File: config.mk
export PLATFORM = sky130hd
export DESIGN_NAME = cache_ctrl
export DESIGN_NICKNAME = d
export VERILOG_FILES = /design/src/rtl/cache_pkg.sv /design/src/rtl/cache_store.sv /design/src/rtl/cache_ctrl.sv
export SDC_FILE = /design/constraint.sdc
export NUM_CORES = 1
export LEC_CHECK = 0
export ABC_AREA = 0
export CELL_PAD_IN_SITES_DETAIL_PLACEMENT = 1
export CELL_PAD_IN_SITES_GLOBAL_PLACEMENT = 1
export CORE_ASPECT_RATIO = 1.25
export CORE_MARGIN = 5
export CORE_UTILIZATION = 44
export DETAILED_ROUTE_END_ITERATION = 10
export PLACE_DENSITY_LB_ADDON = 0.05
export SKIP_LAST_GASP = 1
export SYNTH_ARGS = -nofsm -noshare
export SYNTH_HDL_FRONTEND = slang
export SYNTH_SLANG_ARGS = --single-unit
File: constraint.sdc
create_clock -name clock -period 2.7 [get_ports clock]
set_input_delay 0.405 -clock clock [delete_from_list [all_inputs] [get_ports clock]]
set_output_delay 0.405 -clock clock [all_outputs]
set_load 0.05 [all_outputs]
File: src/rtl/cache_pkg.sv
// Shared widths, FSM states and address helpers for the data cache.
package cache_pkg;

    localparam int WORD_W     = 32;
    localparam int ADDR_W     = 6;
    localparam int NUM_LINES  = 4;
    localparam int LINE_WORDS = 4;
    localparam int TAG_W      = 2;
    localparam int IDX_W      = 2;
    localparam int OFF_W      = 2;

    typedef enum logic [1:0] {
        IDLE,
        LOOKUP,
        WRITEBACK,
        REFILL
    } state_t;

    function automatic logic [TAG_W-1:0] addr_tag(
        input logic [ADDR_W-1:0] a
    );
        return a[ADDR_W-1 -: TAG_W];
    endfunction

    function automatic logic [IDX_W-1:0] addr_idx(
        input logic [ADDR_W-1:0] a
    );
        return a[OFF_W +: IDX_W];
    endfunction

    function automatic logic [OFF_W-1:0] addr_off(
        input logic [ADDR_W-1:0] a
    );
        return a[OFF_W-1:0];
    endfunction

    function automatic logic [ADDR_W-1:0] mk_addr(
        input logic [TAG_W-1:0] t,
        input logic [IDX_W-1:0] i,
        input logic [OFF_W-1:0] o
    );
        return {t, i, o};
    endfunction

endpackage

File: src/rtl/cache_store.sv
// Line storage: tag, valid, dirty and data block per line.
// Reads are combinational on idx; all writes land on the clock edge.
module cache_store
    import cache_pkg::*;
(
    input  logic                                 clock,
    input  logic                                 reset,
    input  logic [IDX_W-1:0]                     idx,
    output logic [TAG_W-1:0]                     rd_tag,
    output logic                                 rd_valid,
    output logic                                 rd_dirty,
    output logic [LINE_WORDS-1:0][WORD_W-1:0]    rd_line,
    input  logic                                 word_we,
    input  logic [OFF_W-1:0]                     wr_off,
    input  logic [WORD_W-1:0]                    wr_word,
    input  logic                                 fill_we,
    input  logic [TAG_W-1:0]                     wr_tag,
    input  logic                                 set_dirty,
    input  logic                                 clr_dirty
);

    logic [TAG_W-1:0]  tag   [NUM_LINES];
    logic [NUM_LINES-1:0] valid;
    logic [NUM_LINES-1:0] dirty;
    logic [WORD_W-1:0] block [NUM_LINES][LINE_WORDS];

    always_ff @(posedge clock) begin
        if (reset) begin
            valid <= '0;
            dirty <= '0;
            for (int i = 0; i < NUM_LINES; i++) begin
                tag[i] <= '0;
                for (int j = 0; j < LINE_WORDS; j++) begin
                    block[i][j] <= '0;
                end
            end
        end else begin
            if (word_we) begin
                block[idx][wr_off] <= wr_word;
            end
            if (fill_we) begin
                tag[idx]   <= wr_tag;
                valid[idx] <= 1'b1;
            end
            if (set_dirty) begin
                dirty[idx] <= 1'b1;
            end else if (clr_dirty) begin
                dirty[idx] <= 1'b0;
            end
        end
    end

    assign rd_tag   = tag[idx];
    assign rd_valid = valid[idx];
    assign rd_dirty = dirty[idx];

    always_comb begin
        for (int j = 0; j < LINE_WORDS; j++) begin
            rd_line[j] = block[idx][j];
        end
    end

endmodule

File: src/rtl/cache_ctrl.sv
// Direct-mapped write-back, write-allocate cache controller.
// Serves one cpu request at a time; word-serial bursts to memory.
module cache_ctrl
    import cache_pkg::*;
(
    input  logic              clock,
    input  logic              reset,
    input  logic              cpu_req,
    input  logic              cpu_we,
    input  logic [ADDR_W-1:0] cpu_addr,
    input  logic [WORD_W-1:0] cpu_wdata,
    output logic              cpu_ready,
    output logic [WORD_W-1:0] cpu_rdata,
    output logic              mem_req,
    output logic              mem_we,
    output logic [ADDR_W-1:0] mem_addr,
    output logic [WORD_W-1:0] mem_wdata,
    input  logic [WORD_W-1:0] mem_rdata,
    input  logic              mem_ready
);

    state_t            state;
    logic [OFF_W-1:0]  cnt;
    logic              req_we;
    logic [ADDR_W-1:0] req_addr;
    logic [WORD_W-1:0] req_wdata;

    logic [IDX_W-1:0]  idx;
    logic [TAG_W-1:0]  ntag;
    logic [OFF_W-1:0]  off;
    logic [OFF_W-1:0]  nxt;
    logic              last;
    logic              hit;

    logic [TAG_W-1:0]  rd_tag;
    logic              rd_valid;
    logic              rd_dirty;
    logic [LINE_WORDS-1:0][WORD_W-1:0] rd_line;

    logic              word_we;
    logic [OFF_W-1:0]  wr_off;
    logic [WORD_W-1:0] wr_word;
    logic              fill_we;
    logic              set_dirty;
    logic              clr_dirty;

    assign idx  = addr_idx(req_addr);
    assign ntag = addr_tag(req_addr);
    assign off  = addr_off(req_addr);
    assign nxt  = cnt + 1'b1;
    assign last = (cnt == OFF_W'(LINE_WORDS - 1));
    assign hit  = rd_valid && (rd_tag == ntag);

    cache_store u_store (
        .clock     (clock),
        .reset     (reset),
        .idx       (idx),
        .rd_tag    (rd_tag),
        .rd_valid  (rd_valid),
        .rd_dirty  (rd_dirty),
        .rd_line   (rd_line),
        .word_we   (word_we),
        .wr_off    (wr_off),
        .wr_word   (wr_word),
        .fill_we   (fill_we),
        .wr_tag    (ntag),
        .set_dirty (set_dirty),
        .clr_dirty (clr_dirty)
    );

    always_comb begin
        word_we   = 1'b0;
        wr_off    = off;
        wr_word   = req_wdata;
        fill_we   = 1'b0;
        set_dirty = 1'b0;
        clr_dirty = 1'b0;
        unique case (state)
            LOOKUP: begin
                if (hit && req_we) begin
                    word_we   = 1'b1;
                    set_dirty = 1'b1;
                end
            end
            WRITEBACK: begin
                clr_dirty = mem_ready && last;
            end
            REFILL: begin
                if (mem_ready) begin
                    word_we = 1'b1;
                    wr_off  = cnt;
                    wr_word = mem_rdata;
                    fill_we = last;
                    clr_dirty = last;
                end
            end
            default: ;
        endcase
    end

    always_ff @(posedge clock) begin
        if (reset) begin
            state     <= IDLE;
            cnt       <= '0;
            req_we    <= 1'b0;
            req_addr  <= '0;
            req_wdata <= '0;
            cpu_ready <= 1'b0;
            cpu_rdata <= '0;
            mem_req   <= 1'b0;
            mem_we    <= 1'b0;
            mem_addr  <= '0;
            mem_wdata <= '0;
        end else begin
            cpu_ready <= 1'b0;
            unique case (state)
                IDLE: begin
                    // A request still high during the ready pulse is the old one.
                    if (cpu_req && !cpu_ready) begin
                        req_we    <= cpu_we;
                        req_addr  <= cpu_addr;
                        req_wdata <= cpu_wdata;
                        state     <= LOOKUP;
                    end
                end
                LOOKUP: begin
                    cnt <= '0;
                    if (hit) begin
                        if (!req_we) begin
                            cpu_rdata <= rd_line[off];
                        end
                        cpu_ready <= 1'b1;
                        state     <= IDLE;
                    end else if (rd_valid && rd_dirty) begin
                        mem_req   <= 1'b1;
                        mem_we    <= 1'b1;
                        mem_addr  <= mk_addr(rd_tag, idx, '0);
                        mem_wdata <= rd_line[0];
                        state     <= WRITEBACK;
                    end else begin
                        mem_req  <= 1'b1;
                        mem_we   <= 1'b0;
                        mem_addr <= mk_addr(ntag, idx, '0);
                        state    <= REFILL;
                    end
                end
                WRITEBACK: begin
                    if (mem_ready) begin
                        if (last) begin
                            cnt      <= '0;
                            mem_we   <= 1'b0;
                            mem_addr <= mk_addr(ntag, idx, '0);
                            state    <= REFILL;
                        end else begin
                            cnt       <= nxt;
                            mem_addr  <= mk_addr(rd_tag, idx, nxt);
                            mem_wdata <= rd_line[nxt];
                        end
                    end
                end
                REFILL: begin
                    if (mem_ready) begin
                        if (last) begin
                            cnt     <= '0;
                            mem_req <= 1'b0;
                            state   <= LOOKUP;
                        end else begin
                            cnt      <= nxt;
                            mem_addr <= mk_addr(ntag, idx, nxt);
                        end
                    end
                end
                default: state <= IDLE;
            endcase
        end
    end

endmodule

==> metrics.cfg <==
[placement]
gp_congestion=0.8363
portBuffers=147
hpwlAfterDp_um=70380
dpl_worst_slack_ns=-0.03402

[layout]
final_core_util=0.5426
syn_to_final_growth_pct=22.15
num-nets-final=2659
drive_above_1_share=0.1720
fill_cells=6546
antenna_cells=0

[grt]
grt_first_pass_wirelength_um=158400
grt_overflow=0
grt_pass1_vias=22730
grt_start_max_net_pins=77
gr-usage-all-layers=0.3088
antenna_found_initial=5

[setup_path]
rr_endpoint=u_store.block[0][70]$_SDFFCE_PN0P_
r2r_slack_ns=0.09
crit_arrival_ns=2.89
endpoint=u_store.block[0][70]$_SDFFCE_PN0P_
crit_required_ns=2.99
reg2reg_depth=6
cp_max_fo=20
critical_path_class=reg -> reg
start_kind=flop
crit_path_end_kind=flop

[logic_synthesis]
synth_warnings=0
synth-edff-count=520
synth-async-reset-ratio=0
ys_top_cells_by_count=edfxtp_1, nor2_1, nand2_1, nor3_1, clkbuf_1
postSynthCellCount=2402
netlist.area_leader.share=0.5457
ys_ff_latch=646
yosysMostFrequentCell=edfxtp_1
synth_area_leaders=edfxtp_1, mux4_2, dfxtp_1
ys_dominant_reg_cell=edfxtp_1
synth_area_mm2=0.02861
synth_fp_nets=2483
syn_avg_cell_area_um2=11.91
synth_cell_types=46
seq_area_frac_synth=0.6339
synth_area_leader_cell=edfxtp_1

[sta]
rsz0062_at_grt=yes
finalHoldViolations=0
final.min_clock_period_ns=2.607
setup_viol=0
fmax_ghz=0.3836
drv_slew=0
finClkSkew_ns=0.02091
worstMarginPinSlew_ns=0.8801
fin_crit_sh=0.9655
final.setup.worst_slack_ns=0.09308
relSlewSlack=0.4133

[die]
start_util=0.4442
pin_count=148
core_area_mm2=0.06441
die_area_mm2=0.07026
fp.dieW_um=238.1
die_y_um=295.1
num_rows=104

[drt]
route.met2.wl_um=53670
first_iter_violations=2247
wl_met3_um=9595
num_vias=21690
ant_nets=0
drc=0
drt_first_pass_iters=5
met1_length_um=41890
routed_wl_um=109800
via_per_inst=6.230
wl_per_cell_um=31.55
top_layer=met5

[clock_tree]
cts_tree=built
clock_latency_ns=0.61
numCtsBuffers=69
clk_pin_slew_ns=0.06
htreeDepth=3
root_buffer=clkbuf_16
cts_buffer_depth=3
clock_sinks=646
cts_setup_buffers=0

[pwr]
p_leak_nw=11.55
power.density_mw_per_mm2=734.4
vdd_drop_max_v=0.0005196

[worst_hold_path]
hp-class=in -> reg
hold_start=reset

[outcome]
outcome=finished, final reports clean

[flow_run]
cap_violations=0

==> layout by cell type (no fill, tap or decap), types with 13 or more instances in the layout <==
master | Yosys | final
edfxtp_1 | 520 | 520
nand2_1 | 387 | 385
clkinv_2 | 0 | 14
o22ai_1 | 32 | 32
buf_12 | 0 | 77
o2111ai_1 | 32 | 32
a21oi_1 | 115 | 114
nor2_1 | 454 | 450
buf_4 | 1 | 88
mux4_2 | 132 | 132
a22oi_1 | 65 | 65
clkinv_1 | 0 | 13
nor3_1 | 152 | 151
dfxtp_1 | 126 | 124
o21ai_0 | 72 | 72
clkdlybuf4s50_1 | 0 | 146
clkbuf_1 | 147 | 13
clkbuf_16 | 0 | 72
==> what timing repair did <==
item                                    CTS  global route
hold buffers                              0             0
hold endpoints to repair                  0             0
gates resized for setup                   3             2
gates cloned                              0             0
endpoints found under the setup margin  185            31
==> critical path: stages, from the launching register on <==
cell     delay (ns)
dfxtp_4        0.40
mux4_2         0.59
xnor2_2        0.21
a41o_4         0.32
and2_1         0.25
a31o_2         0.26
buf_12         0.23
==> kinds of logic after synthesis <==
group / synth area share
xor+xnor: 0.001749
simple gates: 0.1478
mux: 0.1072
buf+inv: 0.03039
fa+ha+maj: 0.002624
compound gates: 0.07635
flops: 0.6339
==> metal layers <==
layer | vias up | GRT usage
li1 | 9144 | -
met1 | 11250 | 0.4001
met2 | 1078 | 0.5222
met3 | 219 | 0.05523
met4 | 2 | 0.1203
met5 | - | 0
==> metrics by stage <==
stage | TNS, ns | area (um2) | instances | hold WS, ns | power (mW)
6_report | 0 | 34950 | 3482 | 0.3434 | 25.67
5_1_grt | -0.004047 | 34950 | 3482 | 0.3504 | 26.44
4_1_cts | 0 | 34930 | 3482 | 0.3299 | 25.76
3_5_place_dp | -2.515 | 32680 | 3355 | 0.4490 | 16.24
3_3_place_gp | -0.6994 | 32680 | 3355 | 0.4452 | 16.16
2_1_floorplan | -10.37 | 28620 | 2402 | 0.4315 | 13.97
==> sequential cells by signal (all words and copies together), names as in the netlist, named ones only <==
signal,count
req_addr,6
u_store.tag,8
mem_addr,6
u_store.valid,4
mem_req,1
cpu_rdata,32
cpu_ready,1
req_we,1
state,2
mem_we,1
req_wdata,32
mem_wdata,32
cnt,2
u_store.block,512
==> power by group <==
group	switching [mW]	total, mW	internal, mW
Sequential	0.221	11.4	11.2
Combinational	3.11	4.71	1.60
Clock	4.06	9.57	5.51
Total	7.39	25.7	18.3
==> area by class of cell <==
cell class | instances | area, um2 | area share
repair buffers | 311 | 3664 | 0.1048
clock inverters | 37 | 319.1 | 0.009129
clock buffers | 90 | 1919 | 0.05492
flip-flops and latches | 646 | 18140 | 0.5192
well taps | 848 | 1061 | 0.03036
inverters | 9 | 33.78 | 0.0009666
multi-input cells | 1541 | 9809 | 0.2807
==> worst min-delay path by stage <==
stage	endpoint	cells after the start
floorplan	u_store.valid[2]$_SDFFE_PP0P_	2
global placement	req_wdata[31]$_SDFFE_PP0P_	2
detailed placement	req_wdata[19]$_SDFFE_PP0P_	2
CTS	req_wdata[4]$_SDFFE_PP0P_	3
global route	req_wdata[3]$_SDFFE_PP0P_	3
finish	cnt[0]$_SDFFE_PP0P_	3
(Power assumes the default switching activity.)
